--- src/rtl/immediate_decoder.sv ---
// rtl/immediate_decoder.sv - RV64 immediate extraction and format classification, one registered stage
module immediate_decoder (
    input  logic        clk,
    input  logic        rst_n,
    input  logic        in_valid,
    input  logic [31:0] instruction,
    output logic        out_valid,
    output logic [63:0] immediate,
    output logic [2:0]  imm_fmt,
    output logic        fmt_illegal
);

    localparam logic [2:0] FMT_NONE = 3'd0;
    localparam logic [2:0] FMT_I    = 3'd1;
    localparam logic [2:0] FMT_S    = 3'd2;
    localparam logic [2:0] FMT_B    = 3'd3;
    localparam logic [2:0] FMT_U    = 3'd4;
    localparam logic [2:0] FMT_J    = 3'd5;

    logic [63:0] imm_d;
    logic [2:0]  fmt_d;
    logic        illegal_d;
    logic        sign;

    assign sign = instruction[31];

    // Every listed opcode ends in 2'b11, so compressed encodings fall to the default arm.
    always_comb begin
        imm_d     = 64'd0;
        fmt_d     = FMT_NONE;
        illegal_d = 1'b0;
        case (instruction[6:0])
            7'b0000011, 7'b0010011, 7'b0011011, 7'b1100111, 7'b1110011: begin
                imm_d = {{52{sign}}, instruction[31:20]};
                fmt_d = FMT_I;
            end
            7'b0100011: begin
                imm_d = {{52{sign}}, instruction[31:25], instruction[11:7]};
                fmt_d = FMT_S;
            end
            7'b1100011: begin
                imm_d = {{51{sign}}, sign, instruction[7], instruction[30:25],
                         instruction[11:8], 1'b0};
                fmt_d = FMT_B;
            end
            7'b0110111, 7'b0010111: begin
                imm_d = {{32{sign}}, instruction[31:12], 12'd0};
                fmt_d = FMT_U;
            end
            7'b1101111: begin
                imm_d = {{43{sign}}, sign, instruction[19:12], instruction[20],
                         instruction[30:21], 1'b0};
                fmt_d = FMT_J;
            end
            default: begin
                imm_d     = 64'd0;
                fmt_d     = FMT_NONE;
                illegal_d = 1'b1;
            end
        endcase
    end

    // Decoded fields only move on a valid beat; idle cycles keep the last result visible.
    always_ff @(posedge clk or negedge rst_n) begin
        if (!rst_n) begin
            out_valid   <= 1'b0;
            immediate   <= 64'd0;
            imm_fmt     <= FMT_NONE;
            fmt_illegal <= 1'b0;
        end else begin
            out_valid <= in_valid;
            if (in_valid) begin
                immediate   <= imm_d;
                imm_fmt     <= fmt_d;
                fmt_illegal <= illegal_d;
            end
        end
    end

endmodule

--- config.mk ---
export PLATFORM = sky130hd
export DESIGN_NAME = immediate_decoder
export DESIGN_NICKNAME = d
export VERILOG_FILES = /design/src/rtl/immediate_decoder.sv
export SDC_FILE = /design/constraint.sdc
export NUM_CORES = 1
export LEC_CHECK = 0
export CORE_MARGIN = 8
export CORE_UTILIZATION = 44
export CTS_BUF_LIST = sky130_fd_sc_hd__clkbuf_8
export CTS_CLUSTER_SIZE = 28
export DETAILED_ROUTE_END_ITERATION = 10
export GPL_TIMING_DRIVEN = 0
export PLACE_DENSITY = 0.88
export RECOVER_POWER = 100
export SLEW_MARGIN = 10
export SYNTH_ARGS = -nofsm -noshare
export SYNTH_HDL_FRONTEND = slang
export SYNTH_SLANG_ARGS = --single-unit
--- constraint.sdc ---
create_clock -name clk -period 3 [get_ports clk]
set_clock_uncertainty 0.1 [all_clocks]
set_input_delay 0.6 -clock clk [delete_from_list [all_inputs] [get_ports clk]]
set_output_delay 0.6 -clock clk [all_outputs]
set_load 0.05 [all_outputs]
-- Word-level counts from Yosys, hierarchy flattened
Index checks and enable logic that the tools add are counted.
- memory bits (read-only): 0
- bits in latches: 0
- output and inout port bits: 69
- memories: 0
- register bits after elaboration: 69
- word-level logic and storage cells: 20
- input bits: 35
- bits in writable memories: 0
- bitwise gates (word level): 0
- multiplexer cells: 3
- shift-type cells: 0
- equality and inequality tests: 10
- add/sub/neg operators: 0
- divide/modulo/power cells: 0
- reduce and logical (&&, ||, !) cells: 3
- order comparisons: 0
- $mul: 0
- operator list (kind ; count):
    $pmux W64 S5 ; 1
    $eq A7 B7 Y1 const B ; 4
    $eq A7 B5 Y1 const B ; 3
    $pmux W3 S5 ; 1
    $eq A7 B6 Y1 const B ; 2
    $reduce_or A10 Y1 ; 1
    $eq A7 B2 Y1 const B ; 1
    $reduce_or A5 Y1 ; 1
    $reduce_or A2 Y1 ; 1
    $mux W1 ; 1

-- Depth between registers and ports, before layout
- word-level depth: 3
- mapped depth: 6
- mapped depth without buffers: 4

-- Least setup slack after synthesis
No wires, ideal clock.
- path kind: flip-flop to output port
- start point: register immediate[62] (netlist name)
- end point: output port immediate[32]
- setup slack: 0.867 ns
- arrival: 1.433 ns
- data required time: 2.300 ns
- stages on the path, launching flop included: 2
- path buffers: 1
- cell sequence: dfrtp_1 -> buf_4
- RTL lines (element ; line ; RTL):
    end: declaration ; 8 ; output logic [63:0] immediate,

==> impl_metrics.ini <==
[status]
violations = max-capacitance violations, max-slew violations
status = finished with violations

[yosys]
netlist.area_leader.share = 0.4701
synthCells = 206
synth-async-reset-ratio = 1.000
synthTopCellsByArea = dfrtp_1, buf_4, nand2_1, o21ai_0, nand3_1
synth_top_cell_by_area = dfrtp_1
synth_area_sq_mm = 0.001969
yosysWarnings = 0
seq_area_frac_synth = 0.4701
synth_edf_count = 0
syn_area_per_cell_sq_um = 9.560
synth_flop_cell = dfrtp_1
synthDistinctLibCells = 43
ys_ff_latch = 37
syn-num-nets = 241

[floorplan]
fp.dieH_um = 82.90
start_util = 0.4554
core_sq_mm = 0.004324
dieWidth_um = 82.90
die_area_sq_mm = 0.006872
ios = 104
rows = 24

[sta]
slew_headroom = -0.3617
hold_viol = 0
finalMaxSlewViolations = 38
rsz0062_at_grt = false
fmax_mhz = 365.0
finalSetupViolations = 0
whs_ps = 396.6
tns_ps = 0
period_needed_ps = 2740
tightest_slew_ps = 2043
period_share = 0.9133

[clock_tree]
numCtsBuffers = 5
cts_max_level = 2
holdBufCountCts = 0
cts_tree = yes
clock_sinks = 37
clock_latency_ps = 290
clock_path_buffers = 2
cts-root-buf = clkbuf_8
cts.clk_slew.worst_paths_ps = 70

[drt]
routedWlPerCell_um = 16.12
drc_errors = 0
wl_mm = 5.949
ant_nets = 0
dr_total_vias = 1934
drt-initial-drc-count = 113
viasPerCell = 5.241
dr.pass1.iters = 5

[worst_hold_path]
hold_path_class = flop to flop

[final_layout]
nets = 351
nFillCells = 330
area_delta_synth_final_pct = 59.34
n_antenna_cell = 0
drive_gt1_frac = 0.1703

[worst_setup_path]
path_cells = buf_4, dlygate4sd3_1
startpoint_type = flop
critPathMaxFanout = 34
cp_top_family = buffers and inverters
arrival_ps = 2040
critPathMaxStageDelay_ps = 880
path_class = flop to output port
path_buf_inv = 2
slowest_stage = dlygate4sd3_1
cp.required_ps = 2300
end_kind = output port

[power_and_ir_drop]
p_clk_frac = 0.287
powerDensity_mw_per_mm2 = 373.1
switchingPower_uw = 381.2
p_leak_uw = 0.001604
seq_power_share = 0.451
p_comb_frac = 0.262
ir_drop_uv = 245.1
intPower_uw = 789.5
swShare = 0.3256

[global_routing]
grt_usage = 0.1699
grt_max_degree = 38
grt_pass1_wl_mm = 9.970
overflow = 0
grt_pass1_vias = 1971
antenna_found_initial = 0

[place]
hpwl_mm = 4.529
gp_routability_congestion = 0.9179
io_buffers = 103

[job]
max_cap_viol_count = 1
==> power groups by stage <==
stage	logic [uW]	clock network, uW	registers, uW
after global routing	324	359	530
after CTS	320	340	529
final	307	336	528
after detailed placement	320	0	538
after floorplan	117	0	600
after global placement	316	0	537
==> synth_stat cells (2+ instances only) <==
master / n
a21oi_2: 2
nand4_1: 4
nand3_1: 13
buf_2: 3
nor2_1: 8
a21oi_1: 4
a22oi_1: 8
dfrtp_1: 37
clkbuf_1: 3
a22o_1: 6
inv_1: 3
buf_4: 34
o21ai_0: 14
mux2_2: 2
o2111ai_1: 2
a31oi_1: 5
nand4b_1: 2
nor3_1: 2
nand2_1: 30
==> cells by family (layout without fill, tap and decap cells) <==
logic type             count (synthesis)  after routing  synth area share
flip-flops                            37             37            0.4701
multiplexers                           3              3           0.01652
AND/OR/NAND/NOR                       68             68            0.1684
XOR/XNOR                               1              1          0.004448
AO/OA/AOI/OAI                         51             51            0.1824
buffers and inverters                 46            157            0.1582
==> tightest hold or removal path, delay by kind of cell, from the launching register on <==
kind             cells  cell delay [ps]
flip-flops           1              340
AND/OR/NAND/NOR      2              120
==> per-layer routing <==
layer	routed length (um)	track usage	vias to the layer above
met5	0	0	-
met4	127	0.06230	0
met3	634	0.07129	15
met2	2680	0.2617	103
met1	2506	0.2059	899
li1	-	-	917
==> through the flow <==
| stage | power (uW) | utilization | cell area, sq um | cells | setup WS [ps] |
|---|---|---|---|---|---|
| final | 1171 | 0.7257 | 3138 | 369 | 260.1 |
| after CTS | 1189 | 0.7271 | 3144 | 369 | 294.3 |
| after global placement | 853.4 | 0.7089 | 3065 | 361 | 342.2 |
| after floorplan | 717.9 | - | 1969 | 206 | 866.6 |
| after detailed placement | 858.0 | 0.7078 | 3060 | 361 | 301.6 |
| after global routing | 1213 | 0.7257 | 3138 | 369 | 147.0 |
==> area by class of cell <==
class | instances | area (sq um) | share of cell area
timing repair buffer | 103 | 1025 | 0.3266
sequential | 37 | 927.1 | 0.2955
multi-input combinational | 123 | 728.2 | 0.2321
buffer | 42 | 295.3 | 0.09410
clock buffer | 5 | 68.82 | 0.02193
tap | 52 | 65.06 | 0.02073
inverter | 4 | 15.01 | 0.004785
clock inverter | 3 | 13.76 | 0.004386
==> cells in the final DEF (no fill, tap or decap), drive strengths merged, types with 2 or more instances in the layout <==
cell and count:
dlygate4sd3 72, buf 38, dfrtp 37, nand2 30, clkdlybuf4s50 30, o21ai 14
nand3 13, clkbuf 10, a22oi 8, nor2 8, a22o 6, a21oi 6
a31oi 5, inv 5, nand4 4, nor3 2, nand4b 2, o2111ai 2
mux2 2, clkinv 2, or3b 2
==> timing repair <==
action,in CTS,in global routing
endpoints found under the setup margin,11,0
setup buffers,0,0
gates resized for setup,1,0
==> state kept, by name, summed over array words and instances, names as in the netlist <==
register,flops
imm_fmt,3
fmt_illegal,1
out_valid,1
immediate,32
==> worst paths after layout <==
| kind | endpoint | start | cells past startpoint | slack (ps) |
|---|---|---|---|---|
| max | immediate[40] | immediate[62]$_DFFE_PN0P_ | 2 | 260 |
| min | immediate[26]$_DFFE_PN0P_ | immediate[26]$_DFFE_PN0P_ | 2 | 400 |
| max reg2reg | immediate[62]$_DFFE_PN0P_ | immediate[62]$_DFFE_PN0P_ | 1 | 1960 |
| min reg2reg | immediate[26]$_DFFE_PN0P_ | immediate[26]$_DFFE_PN0P_ | 2 | 400 |
| max in group asynchronous | immediate[62]$_DFFE_PN0P_ | rst_n | 1 | 690 |
| min in group asynchronous | immediate[3]$_DFFE_PN0P_ | rst_n | 1 | 790 |
Power figures use the tool's default switching activity.
